File: src/rtl/dmem_port_arbiter_pkg.sv
// Shared types and constants for the data-memory port arbiter and the
// ROB age comparator reused by the LSQ and ROB flush logic.
package dmem_port_arbiter_pkg;

    localparam int unsigned ROB_TAG_W = 5;
    localparam int unsigned PREG_W    = 7;
    localparam int unsigned XLEN      = 32;

    localparam logic [6:0] OPC_LOAD  = 7'b0000011;
    localparam logic [6:0] OPC_STORE = 7'b0100011;

    typedef enum logic [1:0] {
        IDLE    = 2'd0,
        LD_WAIT = 2'd1,
        LD_RESP = 2'd2
    } arb_state_e;

    typedef struct packed {
        logic                 valid;
        logic [PREG_W-1:0]    pd;
        logic [ROB_TAG_W-1:0] rob;
        logic [XLEN-1:0]      data;
    } mem_resp_t;

endpackage

File: src/rtl/dmem_port_arbiter_rob_age_cmp.sv
// rob_age_cmp: reports whether ROB tag a is younger than tag b, with age
// measured from the current ROB head in modulo-32 arithmetic.
//   a_tag, b_tag : ROB tags to compare
//   head         : current ROB head tag
//   a_younger    : 1 when age(a_tag) > age(b_tag)
module rob_age_cmp
    import dmem_port_arbiter_pkg::*;
(
    input  logic [ROB_TAG_W-1:0] a_tag,
    input  logic [ROB_TAG_W-1:0] b_tag,
    input  logic [ROB_TAG_W-1:0] head,
    output logic                 a_younger
);

    logic [ROB_TAG_W-1:0] age_a;
    logic [ROB_TAG_W-1:0] age_b;

    // Subtraction wraps naturally in ROB_TAG_W bits, so head > tag is handled.
    assign age_a     = a_tag - head;
    assign age_b     = b_tag - head;
    assign a_younger = (age_a > age_b);

endmodule

File: src/rtl/dmem_port_arbiter.sv
// dmem_port_arbiter: shares the single-ported data memory between load
// issue and committed-store writeback, tracks the one in-flight load
// (latency counter, pd/rob capture, mispredict squash) and returns the
// load result towards CDB arbitration.
//   ld_*       : load request / grant from the memory functional unit
//   st_*       : retired store at LSQ head / grant (LSQ pops head)
//   mispredict : branch flush with mispredict_tag, rob_head for ages
//   mem_*      : memory port (mem_rdata valid RD_LAT cycles after a read)
//   resp_*     : load result, one cycle pulse on resp_valid
//   busy       : load in flight
// Optional build macro DMEM_ARB_PERF_EN adds perf_ld_cnt, perf_st_cnt,
// perf_conflict_cnt and perf_squash_cnt.
module dmem_port_arbiter
    import dmem_port_arbiter_pkg::*;
#(
    parameter int unsigned RD_LAT     = 2,
    parameter int unsigned STARVE_MAX = 4
)
(
    input  logic                 clk,
    input  logic                 reset,
    input  logic                 ld_req,
    input  logic [XLEN-1:0]      ld_addr,
    input  logic [PREG_W-1:0]    ld_pd,
    input  logic [ROB_TAG_W-1:0] ld_rob,
    output logic                 ld_gnt,
    input  logic                 st_req,
    input  logic [XLEN-1:0]      st_addr,
    input  logic [XLEN-1:0]      st_data,
    output logic                 st_gnt,
    input  logic                 mispredict,
    input  logic [ROB_TAG_W-1:0] mispredict_tag,
    input  logic [ROB_TAG_W-1:0] rob_head,
    output logic                 mem_en,
    output logic                 mem_we,
    output logic [XLEN-1:0]      mem_addr,
    output logic [XLEN-1:0]      mem_wdata,
    input  logic [XLEN-1:0]      mem_rdata,
    output logic                 resp_valid,
    output logic [PREG_W-1:0]    resp_pd,
    output logic [ROB_TAG_W-1:0] resp_rob,
    output logic [XLEN-1:0]      resp_data,
    output logic                 busy
`ifdef DMEM_ARB_PERF_EN
    ,
    output logic [31:0]          perf_ld_cnt,
    output logic [31:0]          perf_st_cnt,
    output logic [31:0]          perf_conflict_cnt,
    output logic [15:0]          perf_squash_cnt
`endif
);

    localparam int unsigned CNT_W = 3;
    localparam int unsigned STV_W = $clog2(STARVE_MAX + 1);

    localparam logic [CNT_W-1:0] CNT_LOAD = CNT_W'(RD_LAT - 1);
    localparam logic [STV_W-1:0] STV_MAX  = STV_W'(STARVE_MAX);

    localparam logic [1:0] ST_IDLE = IDLE;
    localparam logic [1:0] ST_WAIT = LD_WAIT;
    localparam logic [1:0] ST_RESP = LD_RESP;

    // A single-cycle read latency skips the wait state entirely.
    localparam logic [1:0] ST_AFTER_LD = (RD_LAT == 1) ? ST_RESP : ST_WAIT;

    logic [1:0]           state_q, state_d;
    logic [CNT_W-1:0]     cnt_q, cnt_d;
    logic [PREG_W-1:0]    cap_pd_q, cap_pd_d;
    logic [ROB_TAG_W-1:0] cap_rob_q, cap_rob_d;
    logic [STV_W-1:0]     ld_starve_q, ld_starve_d;
    logic [STV_W-1:0]     st_starve_q, st_starve_d;
    logic                 busy_q, busy_d;
    logic                 resp_valid_q, resp_valid_d;
    logic [PREG_W-1:0]    resp_pd_q, resp_pd_d;
    logic [ROB_TAG_W-1:0] resp_rob_q, resp_rob_d;

    logic      rob_younger_c;
    logic      squash_c;
    logic      resp_cycle_c;
    logic      ld_ok_c;
    logic      st_ok_c;
    logic      ld_win_c;
    logic      st_win_c;
    mem_resp_t resp_c;

    rob_age_cmp u_age_cmp (
        .a_tag     (cap_rob_q),
        .b_tag     (mispredict_tag),
        .head      (rob_head),
        .a_younger (rob_younger_c)
    );

    // Arbitration: load by default, store when load absent or store starved.
    // The response cycle is the counter-expiry cycle: rdata is being returned,
    // so a store may not use the port then.
    always_comb begin
        resp_cycle_c = (state_q == ST_RESP);
        ld_ok_c  = !reset && ld_req && !mispredict
                   && ((state_q == ST_IDLE) || resp_cycle_c);
        st_ok_c  = !reset && st_req && !resp_cycle_c;
        st_win_c = st_ok_c && (!ld_ok_c || (st_starve_q == STV_MAX));
        ld_win_c = ld_ok_c && !st_win_c;
        squash_c = mispredict && (state_q == ST_WAIT) && rob_younger_c;
    end

    // Memory port and grants follow the arbitration combinationally.
    always_comb begin
        ld_gnt    = ld_win_c;
        st_gnt    = st_win_c;
        mem_en    = ld_win_c || st_win_c;
        mem_we    = st_win_c;
        mem_addr  = '0;
        mem_wdata = '0;
        if (st_win_c) begin
            mem_addr  = st_addr;
            mem_wdata = st_data;
        end else if (ld_win_c) begin
            mem_addr  = ld_addr;
        end
    end

    // Next-state, capture and response logic.
    always_comb begin
        state_d   = state_q;
        cnt_d     = cnt_q;
        cap_pd_d  = cap_pd_q;
        cap_rob_d = cap_rob_q;

        case (state_q)
            ST_IDLE: begin
                state_d = ST_IDLE;
            end
            ST_WAIT: begin
                if (squash_c) begin
                    state_d = ST_IDLE;
                    cnt_d   = '0;
                end else if (cnt_q <= CNT_W'(1)) begin
                    state_d = ST_RESP;
                    cnt_d   = '0;
                end else begin
                    cnt_d   = cnt_q - CNT_W'(1);
                end
            end
            ST_RESP: begin
                state_d = ST_IDLE;
            end
            default: begin
                state_d = ST_IDLE;
                cnt_d   = '0;
            end
        endcase

        // A load grant (from IDLE or back-to-back from RESP) starts a new read.
        if (ld_win_c) begin
            state_d   = ST_AFTER_LD;
            cnt_d     = CNT_LOAD;
            cap_pd_d  = ld_pd;
            cap_rob_d = ld_rob;
        end

        busy_d       = (state_d != ST_IDLE);
        resp_valid_d = (state_d == ST_RESP);
        resp_pd_d    = resp_valid_d ? cap_pd_d  : '0;
        resp_rob_d   = resp_valid_d ? cap_rob_d : '0;

        ld_starve_d = ld_starve_q;
        if (ld_win_c) begin
            ld_starve_d = '0;
        end else if (ld_req && (ld_starve_q != STV_MAX)) begin
            ld_starve_d = ld_starve_q + STV_W'(1);
        end

        st_starve_d = st_starve_q;
        if (st_win_c) begin
            st_starve_d = '0;
        end else if (st_req && (st_starve_q != STV_MAX)) begin
            st_starve_d = st_starve_q + STV_W'(1);
        end
    end

    // State and registered outputs.
    always_ff @(posedge clk or posedge reset) begin
        if (reset) begin
            state_q      <= ST_IDLE;
            cnt_q        <= '0;
            cap_pd_q     <= '0;
            cap_rob_q    <= '0;
            ld_starve_q  <= '0;
            st_starve_q  <= '0;
            busy_q       <= 1'b0;
            resp_valid_q <= 1'b0;
            resp_pd_q    <= '0;
            resp_rob_q   <= '0;
        end else begin
            state_q      <= state_d;
            cnt_q        <= cnt_d;
            cap_pd_q     <= cap_pd_d;
            cap_rob_q    <= cap_rob_d;
            ld_starve_q  <= ld_starve_d;
            st_starve_q  <= st_starve_d;
            busy_q       <= busy_d;
            resp_valid_q <= resp_valid_d;
            resp_pd_q    <= resp_pd_d;
            resp_rob_q   <= resp_rob_d;
        end
    end

    // Read data arrives from the memory during the response cycle itself.
    always_comb begin
        resp_c.valid = resp_valid_q;
        resp_c.pd    = resp_pd_q;
        resp_c.rob   = resp_rob_q;
        resp_c.data  = resp_valid_q ? mem_rdata : '0;
    end

    assign resp_valid = resp_c.valid;
    assign resp_pd    = resp_c.pd;
    assign resp_rob   = resp_c.rob;
    assign resp_data  = resp_c.data;
    assign busy       = busy_q;

`ifdef DMEM_ARB_PERF_EN
    // Event counters, free-running and wrapping.
    always_ff @(posedge clk or posedge reset) begin
        if (reset) begin
            perf_ld_cnt       <= '0;
            perf_st_cnt       <= '0;
            perf_conflict_cnt <= '0;
            perf_squash_cnt   <= '0;
        end else begin
            perf_ld_cnt       <= perf_ld_cnt + 32'(ld_win_c);
            perf_st_cnt       <= perf_st_cnt + 32'(st_win_c);
            perf_conflict_cnt <= perf_conflict_cnt + 32'(ld_req && st_req);
            perf_squash_cnt   <= perf_squash_cnt + 16'(squash_c);
        end
    end
`endif

endmodule

File: config.mk
export PLATFORM = sky130hd
export DESIGN_NAME = dmem_port_arbiter
export DESIGN_NICKNAME = d
export VERILOG_FILES = /design/src/rtl/dmem_port_arbiter_pkg.sv /design/src/rtl/dmem_port_arbiter_rob_age_cmp.sv /design/src/rtl/dmem_port_arbiter.sv
export SDC_FILE = /design/constraint.sdc
export NUM_CORES = 1
export LEC_CHECK = 0
export ABC_CLOCK_PERIOD_IN_PS = 3500
export CAP_MARGIN = 20
export CORE_AREA = 2 2 103 105
export DETAILED_ROUTE_END_ITERATION = 10
export DIE_AREA = 0 0 105 107
export GPL_TIMING_DRIVEN = 1
export PLACE_DENSITY = 0.8
export SYNTH_ARGS = -nofsm -noshare
export SYNTH_HDL_FRONTEND = slang
export SYNTH_SLANG_ARGS = --single-unit
File: constraint.sdc
create_clock -name clk -period 3.5 [get_ports clk]
set_input_delay 0.875 -clock clk [delete_from_list [all_inputs] [get_ports clk]]
set_output_delay 0.875 -clock clk [all_outputs]
set_load 0.01 [all_outputs]
==> out/metrics.yaml, run 1 <==
min_path:
  min_path_type: "flip-flop to flip-flop"
sta:
  setup_ws_ns: 0.0572
  rsz0062_at_grt: "false"
  finalSetupViolCount: 0
  max-slew-margin-rel: 0.567
  finClkSkew_ns: 0.00549
  fmax_mhz: 290
  finalCritPeriodShare: 0.984
  hold_violations: 0
  drv_slew: 0
  hold_slack_ns: 0.491
  min_period_ns: 3.44
  tightest_slew_ns: 0.649
yosys:
  synth_area_leaders: "dfrtp_1 (33%), and2_1 (15%), a22o_1 (11%)"
  synth_warnings: 0
  syn_nets: 437
  syn-cell-area_um2: 2580
  yosysSeqAreaShare: 0.329
  synth_top_area_frac: 0.329
  avgSynthCellArea_um2: 9.82
  synthCells: 263
  synth_top_cell_by_area: "dfrtp_1"
  yosysUniqueCellTypes: 37
  yosys_register_bits: 34
worst_setup_path:
  critPathTopFamily: "buffers and inverters"
  rrSetupSlack_ns: 0.59
  critPathMaxStageDelay_ns: 0.29
  worstPathCellList: "dlygate4sd2_1 > nor4b_4 > buf_4 > a21oi_4 > buf_12 > bufbuf_16 > a22o_1 > dlygate4sd2_1"
  crit_path_max_fanout: 17
  path_common_cell: "dlygate4sd2_1"
  cp_num_buf_inv: 5
  endpoint_kind: "primary output"
  startpoint_type: "input port"
  arrival_ns: 2.57
  critPathRequiredTime_ns: 2.62
  crit_type: "input port to primary output"
  slowest_stage: "dlygate4sd2_1"
drt:
  wl_per_cell_um: 17.9
  route.detailed.vias_per_inst: 4.57
  ant_nets: 0
  drtPass1Iterations: 4
  vias: 3132
  wl_mm: 12.3
  drt_iter0_markers: 91
  drc: 0
placement:
  hpwl_mm: 10.1
  gp_congestion: 0.885
  place_ws_ns: -0.417
  place_inst: 669
  io_buffers: 268
finish:
  final_cell_mix: "clkdlybuf4s50_1 (196), and2_1 (64), dlygate4sd2_1 (50)"
  fin_cells: 686
  nFillCells: 907
  layout-drive-gt1-share: 0.126
  nNetsFinal: 722
  final_util: 0.578
  mostFrequentLayoutCell: "clkdlybuf4s50_1"
  syn2layout_area_growth_pct: 126
floorplanning:
  io-pin-count: 269
  coreArea_um2: 10100
  rows: 37
  die_x_um: 105
  start_util: 0.256
  die-area_um2: 11200
  die_h_um: 107
grt:
  grt_overflow: 0
  grt_pass1_vias: 3360
  grt_usage: 0.215
  grt_max_degree: 35
  antenna_found_initial: 2
  grt_pass1_wl_mm: 18.2
clock_network:
  ctsRootBufferMaster: "clkbuf_8"
  cts_buffers: 5
  cts.clk_slew.worst_paths_ns: 0.07
  htree_levels: 2
  cts_buffer_depth: 2
  cts_sinks: 34
  cts_hold_buf: 0
  cts_tree: "done"
  clock_latency_ns: 0.29
pwr:
  p_per_area_nw_per_um2: 414
  peakVddDrop_mv: 0.180
  leakage_nw: 3.00
  power_mw: 2.42
run:
  drv_cap: 0
status:
  outcome: "completed"
==> registers in the layout, indices dropped and copies added, names as in the netlist <==
name / flops
resp_valid: 1
state_q: 2
busy: 1
resp_pd: 7
cnt_q: 3
cap_rob_q: 5
cap_pd_q: 7
st_starve_q: 3
resp_rob: 5
==> final cells by class <==
type                            instances  area [µm²]  area share
Timing Repair Buffer                  295        2980       0.511
Multi-Input combinational cell        193        1640       0.282
Sequential cell                        34         851       0.146
Tap cell                              136         170      0.0292
Inverter                               19        75.1      0.0129
Clock buffer                            5        68.8      0.0118
Clock inverter                          3        40.0     0.00687
Antenna cell                            1        2.50    0.000429
==> routing by layer <==
layer  wire (µm)  track usage
met1        4120        0.209
met2        6540        0.405
met3        1320       0.0851
met4         327       0.0838
met5           0            0
==> what timing repair did <==
action,in CTS,in global routing
setup endpoints to repair,80,45
resized for setup,57,37
buffers inserted,4,2
pin swaps,6,11
gates cloned,2,0
==> cells in the mapped netlist <==
cell type and number:
o211ai_2 1, o221ai_2 1, nand3_1 2, dfrtp_1 34, nand3b_1 1, nor2b_4 1, clkbuf_1 8, a21o_1 4
and4b_1 1, or2_1 1, o21a_1 1, o22ai_1 1, nor4b_4 1, nand4_1 1, buf_4 5, nand2b_1 1
a31oi_1 2, xor2_1 3, fa_1 2, mux2_4 12, ha_1 17, nand3_2 1, nand2_1 8, o21ai_0 1
buf_2 3, and2_1 64, nor2_1 3, o211ai_1 1, inv_1 19, a22o_1 32, buf_6 1, nor3_1 1
and2b_1 2, o21ba_2 1, xnor2_1 6, nor2b_1 11, a21oi_1 9
==> where the power goes <==
part / total (mW) / leakage, nW / internal (mW) / switching [mW]
combinational: 1.46 / 2.50 / 0.841 / 0.615
sequential: 0.602 / 0.438 / 0.513 / 0.0891
clock: 0.357 / 0.0579 / 0.210 / 0.148
total: 2.42 / 3.00 / 1.56 / 0.852
==> cells by family (layout without fill, tap and decap cells) <==
family,count (synthesis),in the layout,synth area share
adders and majority gates,19,19,0.0978
other,0,1,0
and+or+nand+nor,99,99,0.242
DFF,34,34,0.329
AOI/OAI and AO/OA,54,54,0.167
muxes,12,12,0.0697
xor gates and xnor gates,9,9,0.0305
buffers and inverters,36,322,0.0639
==> metrics by stage <==
| step | TNS (ns) | area, µm² |
|---|---|---|
| 2_1_floorplan | 0 | 2590 |
| 3_3_place_gp | -17.54 | 5530 |
| 3_5_place_dp | -22.41 | 5530 |
| 4_1_cts | 0 | 5710 |
| 5_1_grt | 0 | 5830 |
| 6_report | 0 | 5830 |
==> path summary, 6_finish.rpt <==
check | start | depth (start not counted) | endpoint
setup reg to reg | cap_rob_q[0] | 14 | resp_pd[5]
hold reg to reg | cap_pd_q[2] | 1 | cap_pd_q[2]
min in group asynchronous | reset | 3 | st_starve_q[1]
setup / recovery | mispredict | 8 | mem_addr[6]
hold / removal | cap_pd_q[2] | 1 | cap_pd_q[2]
max in group asynchronous | reset | 3 | cnt_q[2]
Power figures use the tool's default switching activity.
==> run 2: changes to the inputs <==
- GPL_TIMING_DRIVEN: 1 -> not set
- HOLD_SLACK_MARGIN: not set -> 0.02
==> results of run 2 <==
No change in the layout: final DEF, timing and power equal those of run 1.
==> run 3: changes to the inputs <==
- CAP_MARGIN: 20 -> 25
==> results of run 3 <==
No change in the layout: final DEF, timing and power equal those of run 1.
